## config.mk

```make
export PLATFORM = sky130hd
export DESIGN_NAME = vga_sync_gen
export DESIGN_NICKNAME = d
export VERILOG_FILES = /design/src/rtl/vga_sync_gen.sv
export SDC_FILE = /design/constraint.sdc
export NUM_CORES = 1
export LEC_CHECK = 0
export BUFFER_PORTS_ARGS = -buffer_cell sky130_fd_sc_hd__buf_2
export CAP_MARGIN = 20
export CORE_MARGIN = 1
export CORE_UTILIZATION = 45
export DETAILED_ROUTE_END_ITERATION = 7
export PLACE_DENSITY = 0.63
export SLEW_MARGIN = 10
export SYNTH_ARGS = -nofsm -noshare
export SYNTH_HDL_FRONTEND = slang
export SYNTH_SLANG_ARGS = --single-unit
```

## constraint.sdc

```tcl
create_clock -name clock -period 2.5 [get_ports clock]
set_input_delay 0.125 -clock clock [delete_from_list [all_inputs] [get_ports clock]]
set_output_delay 0.125 -clock clock [all_outputs]
set_load 0.02 [all_outputs]
```

## src/rtl/vga_sync_gen.sv

```systemverilog
// VGA raster timing generator: pixel-rate divider, x/y raster counters, and
// registered sync/blanking outputs aligned with the registered coordinates.
`timescale 1ns/1ps
module vga_sync_gen #(
    parameter int CLK_DIV   = 4,
    parameter int H_DISPLAY = 640,
    parameter int H_FRONT   = 16,
    parameter int H_SYNC    = 96,
    parameter int H_BACK    = 48,
    parameter int V_DISPLAY = 480,
    parameter int V_FRONT   = 10,
    parameter int V_SYNC    = 2,
    parameter int V_BACK    = 33
) (
    input  logic       clock,
    input  logic       reset,
    output logic       hsync,
    output logic       vsync,
    output logic       video_on,
    output logic       p_tick,
    output logic       line_tick,
    output logic       frame_tick,
    output logic [9:0] pixel_x,
    output logic [9:0] pixel_y
);
    localparam int H_TOTAL = H_DISPLAY + H_FRONT + H_SYNC + H_BACK;
    localparam int V_TOTAL = V_DISPLAY + V_FRONT + V_SYNC + V_BACK;
    // CLK_DIV >= 2 keeps DIV_W >= 1 and the first p_tick after reset later than the first edge.
    localparam int DIV_W   = $clog2(CLK_DIV);

    localparam logic [DIV_W-1:0] DIV_LAST = DIV_W'(CLK_DIV - 1);
    localparam logic [9:0] X_LAST   = 10'(H_TOTAL - 1);
    localparam logic [9:0] Y_LAST   = 10'(V_TOTAL - 1);
    localparam logic [9:0] X_VIS    = 10'(H_DISPLAY);
    localparam logic [9:0] Y_VIS    = 10'(V_DISPLAY);
    localparam logic [9:0] HS_FIRST = 10'(H_DISPLAY + H_FRONT);
    localparam logic [9:0] HS_LAST  = 10'(H_DISPLAY + H_FRONT + H_SYNC - 1);
    localparam logic [9:0] VS_FIRST = 10'(V_DISPLAY + V_FRONT);
    localparam logic [9:0] VS_LAST  = 10'(V_DISPLAY + V_FRONT + V_SYNC - 1);

    logic [DIV_W-1:0] r_div;
    logic [9:0]       r_x;
    logic [9:0]       r_y;
    logic             r_hsync;
    logic             r_vsync;
    logic             r_video_on;

    logic             w_p_tick;
    logic             w_x_last;
    logic             w_y_last;
    logic [9:0]       w_x_next;
    logic [9:0]       w_y_next;

    assign w_p_tick = (r_div == DIV_LAST);
    assign w_x_last = (r_x == X_LAST);
    assign w_y_last = (r_y == Y_LAST);

    always_comb begin
        w_x_next = r_x;
        w_y_next = r_y;
        if (w_p_tick) begin
            if (w_x_last) begin
                w_x_next = '0;
                w_y_next = w_y_last ? '0 : r_y + 10'd1;
            end else begin
                w_x_next = r_x + 10'd1;
            end
        end
    end

    // Sync/blank decode the next coordinates so they land together with r_x/r_y.
    always_ff @(posedge clock or posedge reset) begin
        if (reset) begin
            r_div      <= '0;
            r_x        <= '0;
            r_y        <= '0;
            r_hsync    <= 1'b1;
            r_vsync    <= 1'b1;
            r_video_on <= 1'b0;
        end else begin
            r_div      <= w_p_tick ? '0 : r_div + 1'b1;
            r_x        <= w_x_next;
            r_y        <= w_y_next;
            r_hsync    <= !((w_x_next >= HS_FIRST) && (w_x_next <= HS_LAST));
            r_vsync    <= !((w_y_next >= VS_FIRST) && (w_y_next <= VS_LAST));
            r_video_on <= (w_x_next < X_VIS) && (w_y_next < Y_VIS);
        end
    end

    assign hsync      = r_hsync;
    assign vsync      = r_vsync;
    assign video_on   = r_video_on;
    assign p_tick     = w_p_tick;
    assign line_tick  = w_p_tick & w_x_last;
    assign frame_tick = w_p_tick & w_x_last & w_y_last;
    assign pixel_x    = r_x;
    assign pixel_y    = r_y;
endmodule

```

# Yosys cells after proc, flatten, opt, wreduce, memory -nomap -nowiden
# Index checks and enable logic that the tools add are counted.
[word_totals] regBits=25 out_inout_bits=26
[classes] add_sub_neg=3 reduce_logical=5 n_eq_ne=3 muxes=6 n_lt_le_gt_ge=6 bitwise_logic=2
[ops] op="2-to-1 mux 10 bit" count=5
[ops] op="adder 10 x 1 -> 10 bit, second input constant" count=2
[ops] op="equality test 10 bit, second input constant" count=2
[ops] op=">= comparator 10 bit, second input constant" count=1
[ops] op=">= comparator 10 x 9 -> 1 bit, second input constant" count=1
[ops] op="less-or-equal comparator 10 bit, second input constant" count=1
[ops] op="less-or-equal comparator 10 x 9 -> 1 bit, second input constant" count=1
[ops] op="less-than comparator 10 bit, second input constant" count=1
[ops] op="less-than comparator 10 x 9 -> 1 bit, second input constant" count=1
[ops] op="logical AND 1 bit" count=3
[ops] op="adder 2 x 1 -> 2 bit, second input constant" count=1
[ops] op="AND 1 bit" count=2
[ops] op="equality test 2 bit, second input constant" count=1
[ops] op="logical NOT 1 bit" count=2
[ops] op="2-to-1 mux 2 bit" count=1

# Longest topological paths before layout
# Gate-level depths: netlist of the first run.
[logic_depth] word_depth=7 ltp_mapped=9

# Worst setup path after synthesis of the first run
# Ideal clock, no wire load.
[synth_path] kind="reg-to-reg" from="register r_x[5] (netlist: pixel_x[5])" to="register r_video_on (netlist: video_on)" setup_time_ns=0.135 path_buffers=2 path_stages_with_launch=9 required_ns=2.365 t_arrival_ns=2.220 setup_slack_ns=0.145 cell_sequence="dfrtp_1 > or4b_4 > or3_1 > buf_6 > inv_2 > buf_2 > o21ai_0 > a22oi_2 > a211oi_1"
[synth_via] elab_chain_cells=5 word_cells_on_any_way=9 classes_between="1 x add/sub; 2 x order compare; 1 x eq/ne; 4 x mux; 1 x reduce/logical"
[synth_lines] item="from (decl)" line="42" source="logic [9:0] r_x;"
[synth_lines] item="from (signal assigned)" line="82" source="r_x <= w_x_next;"
[synth_lines] item="adder 10 x 1 -> 10 bit / equality test 10 bit (equally long branches)" line="66, 55"
[synth_lines] item="2-to-1 mux 10 bit" line="62" source="if (w_x_last) begin"
[synth_lines] item="2-to-1 mux 10 bit" line="61" source="if (w_p_tick) begin"
[synth_lines] item="less-than comparator 10 bit / less-than comparator 10 x 9 -> 1 bit (equally long branches)" line="86" source="r_video_on <= (w_x_next < X_VIS) && (w_y_next < Y_VIS);"
[synth_lines] item="logical AND 1 bit (*)" line="86"
[synth_lines] item="to (signal assigned)" line="86"
[synth_lines] item="to (decl)" line="46" source="logic r_video_on;"
# Every way passes the cells marked *; elsewhere a longest branch is shown, timed or not.

# Worst setup path in the final report of the first run
[layout_path] from="register r_x[6] (netlist: pixel_x[6])" to="register r_video_on (netlist: video_on)"
# The elaborated chain is that of the path after synthesis.

==> flow_summary.yaml, run 1 <==
timing:
  setup_viol: 0
  period_share_pct: 94.3
  slew_viol_final: 0
  skew_ps: 2.01
  period_needed_ps: 2360
  hold_slack_ps: -12.7
  worst_pin_slew_ps: 924
  rsz0062_at_grt: "no"
  hold_viol_final: 23
  timing.setup.tns_ps: 0
  slew-limit-headroom_pct: 38.4
  clock.fmax_mhz: 424
clock_tree:
  cts.reportedPaths.clkPinSlew_ps: 130
  cts_tree: "built"
  cts-buffers-inserted: 3
  h-tree-depth: 1
  cts-root-buf: "clkbuf_4"
  postCtsSetupRepairBufs: 0
  cts_buffer_depth: 2
  cts-hold-fix-buffers: 0
  clk_latency_ps: 310
  ctsResizeCount: 0
  cts.sinks: 25
setup_path:
  crit_path_start_kind: "register"
  cpMostUsedCell: "or3_1"
  cp_top_family: "simple AND/OR/NAND/NOR gates"
  r2r_cells: 5
  cp-end-kind: "register"
  crit_path_top_delay_cell: "or4b_4"
  worstPathArrival_ps: 2560
  path_depth: 5
  cpPeakStageDelay_ps: 550
  worst_ep_required_time_ps: 2700
  setup.worst_path.class: "reg -> reg"
  cp_max_fo: 9
  crit_buf_inv: 0
  crit_chain: "or4b_4 > or3_1 > or3_1 > a22oi_2 > a211oi_1"
job:
  drv_cap: 0
place:
  dp_hpwl_mm: 2.20
  port-buffer-count: 27
  gp_congestion: 0.873
drt:
  drtPass1Iterations: 6
  num_vias: 1196
  viasPerCell: 5.70
  routed_wl_mm: 2.93
  wire_per_inst_um: 13.9
  antenna_left: 0
  drt-initial-drc-count: 48
  drc: 3
die:
  io_pins: 28
  initial_core_util_pct: 48.8
  num_rows: 19
  die_area_sq_um: 3290
  die_x_um: 57.4
  die_h_um: 57.4
  core_sq_um: 2830
finish:
  drive_gt1_share_pct: 24.0
  areaGrowthSynthToFinish_pct: 14.1
  antenna_cells: 0
  n_fill_cell: 259
  nets: 186
  seqCellArea_sq_um: 628
  multi_input_area_sq_um: 661
  final_common_cell: "buf_2"
  layout_common_cells: "buf_2 (27), dfrtp_1 (23), inv_1 (15), nand2_1 (14)"
global_routing:
  grt_pass1_vias: 1081
  grt_max_degree: 26
  grt_first_pass_wirelength_mm: 4.94
  antenna_found_initial: 0
  gr-total-overflow: 0
  grt_use_total_pct: 19.6
synthesis:
  synth_top_family_by_area: "simple AND/OR/NAND/NOR gates"
  synth_seq_cells: 25
  yosysUniqueCellTypes: 38
  ys.flop_type: "dfrtp_1"
  synth_edf_count: 0
  synthMuxAreaShare_pct: 0.725
  async_flop_share_pct: 100
  synthesis.area_sq_um: 1380
  synthesis.nets: 157
  synth_fa_ha_area_share_pct: 3.63
  synth_compound_area_share_pct: 11.2
  synth_cells: 151
  ys_warn_count: 0
  syn_avg_cell_area_sq_um: 9.14
  ys_seq_area_share_pct: 45.5
  synth_xor_area_share_pct: 6.35
  synthSimpleGateAreaFrac_pct: 25.9
power_and_ir_drop:
  peakVddDrop_uv: 253
  pwr_density_cell_nw_per_um2: 377
  p_total_uw: 593
  leakagePower_uw: 0.000733
status:
  failed_checks: "DRC, hold timing"
  outcome: "finished, violations left"
worst_hold_path:
  hold_class: "in -> async"
==> cell families after synthesis <==
group | after synthesis
simple gates | 65
mux | 1
compound gates | 24
xor+xnor | 10
fa+ha+maj | 4
flops | 25
buf+inv | 22
==> worst register-to-register path, cell delays in order (launching register included) <==
cell	delay (ps)
dfrtp_1	450
or4b_4	550
or3_1	520
or3_1	430
a22oi_2	210
a211oi_1	100
==> final cells by class <==
class | count | area share [%]
multi-input combinational | 104 | 42.0
sequential | 25 | 39.9
timing repair buffer | 30 | 10.0
inverter | 16 | 3.97
tap | 31 | 2.46
clock buffer | 4 | 1.67
==> path summary, 6_finish.rpt <==
path,from,end,slack (ps)
worst max-delay path,pixel_x[6],video_on,140
worst min-delay path,reset,r_div[1],-10
worst max register to register,pixel_x[6],video_on,140
worst min register to register,r_div[0],r_div[0],440
max in group asynchronous,reset,pixel_x[4],1950
min in group clock,r_div[0],r_div[0],440
==> where the power goes <==
part / internal (uW) / switching, uW
Clock: 62.4 / 118
Sequential: 405 / 0
Combinational: 0.624 / 7.54
Total: 468 / 125
==> cell usage after synthesis (all sizes together), types with 2 or more instances <==
| cell | number | area share [%] |
|---|---|---|
| or3 | 6 | 2.7 |
| or4b | 2 | 1.7 |
| a21oi | 2 | 0.73 |
| or4 | 2 | 1.4 |
| clkbuf | 4 | 1.1 |
| xnor2 | 7 | 4.4 |
| inv | 16 | 4.4 |
| nor4 | 4 | 1.8 |
| a211oi | 2 | 1.1 |
| nand4 | 9 | 4.1 |
| nor2 | 8 | 2.2 |
| xor2 | 3 | 1.9 |
| nor3 | 4 | 1.5 |
| nor4b | 2 | 1.3 |
| dfrtp | 23 | 42 |
| dfstp | 2 | 3.8 |
| nand2 | 14 | 3.8 |
| o21ai | 13 | 5.0 |
| ha | 4 | 3.6 |
| buf | 2 | 1.2 |
| nand3 | 11 | 4.0 |
==> state kept, by name (all words and copies together) (netlist names) <==
name / count
pixel_x: 10
pixel_y: 10
r_div: 2
hsync: 1
video_on: 1
vsync: 1
==> metal layers <==
layer / track usage (%) / vias to the layer above / wire (um)
li1: - / 593 / -
met1: 29.2 / 559 / 1510
met2: 28.1 / 42 / 1250
met3: 4.31 / 2 / 153
met4: 6.97 / 0 / 18
met5: 0 / - / 0
==> through the flow <==
| stage | util [%] | cells | hold WS, ps | area [sq um] | worst slack (ps) |
|---|---|---|---|---|---|
| 2_1_floorplan | - | 151 | 151 | 1380 | 145 |
| 4_1_cts | 55.6 | 210 | 21.9 | 1570 | 109 |
| 3_5_place_dp | 54.6 | 206 | 389 | 1550 | 141 |
| 3_3_place_gp | 54.6 | 206 | 369 | 1550 | 222 |
| 5_1_grt | 55.6 | 210 | 60.9 | 1570 | 3.63 |
| 6_report | 55.6 | 210 | -12.7 | 1570 | 143 |
Note: power is estimated with default switching activity, not from simulation.
==> inputs of run 2 (changes only) <==
--- a/config.mk
+++ b/config.mk
@@ -7,10 +7,11 @@
 export LEC_CHECK = 0
 export BUFFER_PORTS_ARGS = -buffer_cell sky130_fd_sc_hd__buf_2
 export CAP_MARGIN = 20
+export CORE_ASPECT_RATIO = 0.8
 export CORE_MARGIN = 1
 export CORE_UTILIZATION = 45
 export DETAILED_ROUTE_END_ITERATION = 7
-export PLACE_DENSITY = 0.63
+export PLACE_DENSITY_LB_ADDON = 0.2
 export SLEW_MARGIN = 10
 export SYNTH_ARGS = -nofsm -noshare
 export SYNTH_HDL_FRONTEND = slang
==> constraint.sdc (replaced) <==
create_clock -name clock -period 3.1 [get_ports clock]
set_input_delay 0.155 -clock clock [delete_from_list [all_inputs] [get_ports clock]]
set_output_delay 0.155 -clock clock [all_outputs]
set_load 0.02 [all_outputs]
==> run 2 against run 1 <==
  * Clock skew is 3.1 ps higher
  * First-iteration DRC count up 2.1%
  * Sequential share of layout area is 0.35 points lower
  * The run now ends clean
  * Combinational power is 22% lower
  * Cell area up 0.87%
  * Via count is 1.0% lower
  * Non-clock buffer count decreased by 2
  * Worst hold slack improved by 77 ps
==> flow_summary.yaml, run 2 (synthesis gave the netlist of run 1 again) <==
drt:
  drt-initial-drc-count: 49
  drtPass1Iterations: 4
  antenna_left: 0
  num_vias: 1184
  wire_per_inst_um: 13.4
  viasPerCell: 5.51
  drc: 0
  routed_wl_mm: 2.89
timing:
  worst_pin_slew_ps: 896
  period_share_pct: 78.7
  period_needed_ps: 2440
  clock.fmax_mhz: 410
  timing.setup.tns_ps: 0
  slew_viol_final: 0
  slew-limit-headroom_pct: 40.2
  skew_ps: 5.13
  hold_viol_final: 0
  setup_viol: 0
  rsz0062_at_grt: "no"
power_and_ir_drop:
  switchingPower_uw: 107
  pwr-share-comb_pct: 1.2
  internal_power_uw: 417
  peakVddDrop_uv: 281
  swShare_pct: 20.5
  clkPwrFrac_pct: 36.7
  leakagePower_uw: 0.000729
  pwr_density_cell_nw_per_um2: 331
  seqPwrFrac_pct: 62.1
clock_tree:
  cts_buffer_depth: 2
  postCtsSetupRepairBufs: 0
  h-tree-depth: 1
  clk_latency_ps: 270
  cts.reportedPaths.clkPinSlew_ps: 90
  cts-buffers-inserted: 3
  cts-hold-fix-buffers: 0
  cts_tree: "built"
  cts-root-buf: "clkbuf_8"
  ctsResizeCount: 0
  cts.sinks: 25
die:
  io_pins: 28
  initial_core_util_pct: 48.8
  die_area_sq_um: 3290
  die_h_um: 51.5
  core_sq_um: 2830
  num_rows: 17
  die_x_um: 63.9
place:
  gp_congestion: 0.920
  dp_hpwl_mm: 2.22
  port-buffer-count: 27
setup_path:
  worst_ep_required_time_ps: 3280
  cp-end-kind: "register"
  setup.worst_path.class: "reg -> reg"
  cp_max_fo: 14
  worstPathArrival_ps: 2620
  crit_path_start_kind: "register"
status:
  outcome: "completed"
finish:
  final_common_cell: "buf_2"
  areaGrowthSynthToFinish_pct: 15.0
  fin_util_pct: 56.1
  antenna_cells: 0
  layout_common_cells: "buf_2 (27), dfrtp_1 (23), inv_1 (15), nand2_1 (14)"
  nets: 184
  drive_gt1_share_pct: 23.7
global_routing:
  grt_pass1_vias: 1019
  grt_max_degree: 26
  gr-total-overflow: 0
  antenna_found_initial: 0
  grt_use_total_pct: 18.8
  grt_first_pass_wirelength_mm: 4.75
job:
  drv_cap: 0
worst_hold_path:
  hold_class: "in -> async"
[run 2: metal layers]
layer	up-vias	routed length [um]	GRT usage, %
met1	555	1540	28.2
met2	38	1180	27.8
met5	-	0	0
met4	0	7	2.27
met3	2	161	5.04
li1	589	-	-
[run 2: power groups by stage]
stage               registers, uW  clock network [uW]  logic, uW
finish                        326                 193       6.41
global route                  326                 214       8.15
global placement              332                   0       6.99
CTS                           326                 199       7.12
floorplan                     332                   0       4.83
detailed placement            332                   0       7.22
[run 2: layout make-up]
| class | count | area [sq um] |
|---|---|---|
| clock buffers | 3 | 41.3 |
| clock inverters | 1 | 7.51 |
| fillers | 260 | 1240 |
| inverters | 16 | 60.1 |
| multi-input cells | 104 | 661 |
| flip-flops and latches | 25 | 628 |
| well taps | 38 | 47.5 |
| repair buffers | 28 | 143 |
[run 2: worst paths after layout]
kind,startpoint,endpoint,slack [ps],cells past startpoint
setup / recovery,pixel_x[5],video_on,660,6
setup reg to reg,pixel_x[5],video_on,660,6
hold / removal,reset,r_div[1],60,2
min in group clock,r_div[0],r_div[0],430,1
max in group asynchronous,reset,pixel_x[9],2490,2
hold reg to reg,r_div[0],r_div[0],430,1
[run 2: through the flow]
step	cells	power [uW]	worst slack (ps)	instance area, sq um	hold WS (ps)
6_report	215	525	661	1590	64.0
5_1_grt	215	548	548	1590	158
4_1_cts	215	532	694	1590	105
3_5_place_dp	211	340	701	1540	409
3_3_place_gp	211	339	783	1540	394
2_1_floorplan	151	337	745	1380	181
[run 2: critical path, cell delays in order (launching register included)]
cell	delay (ps)
dfrtp_1	450
or4b_4	570
or3_1	510
inv_2	230
o21ai_0	150
a22o_1	290
a211oi_1	170
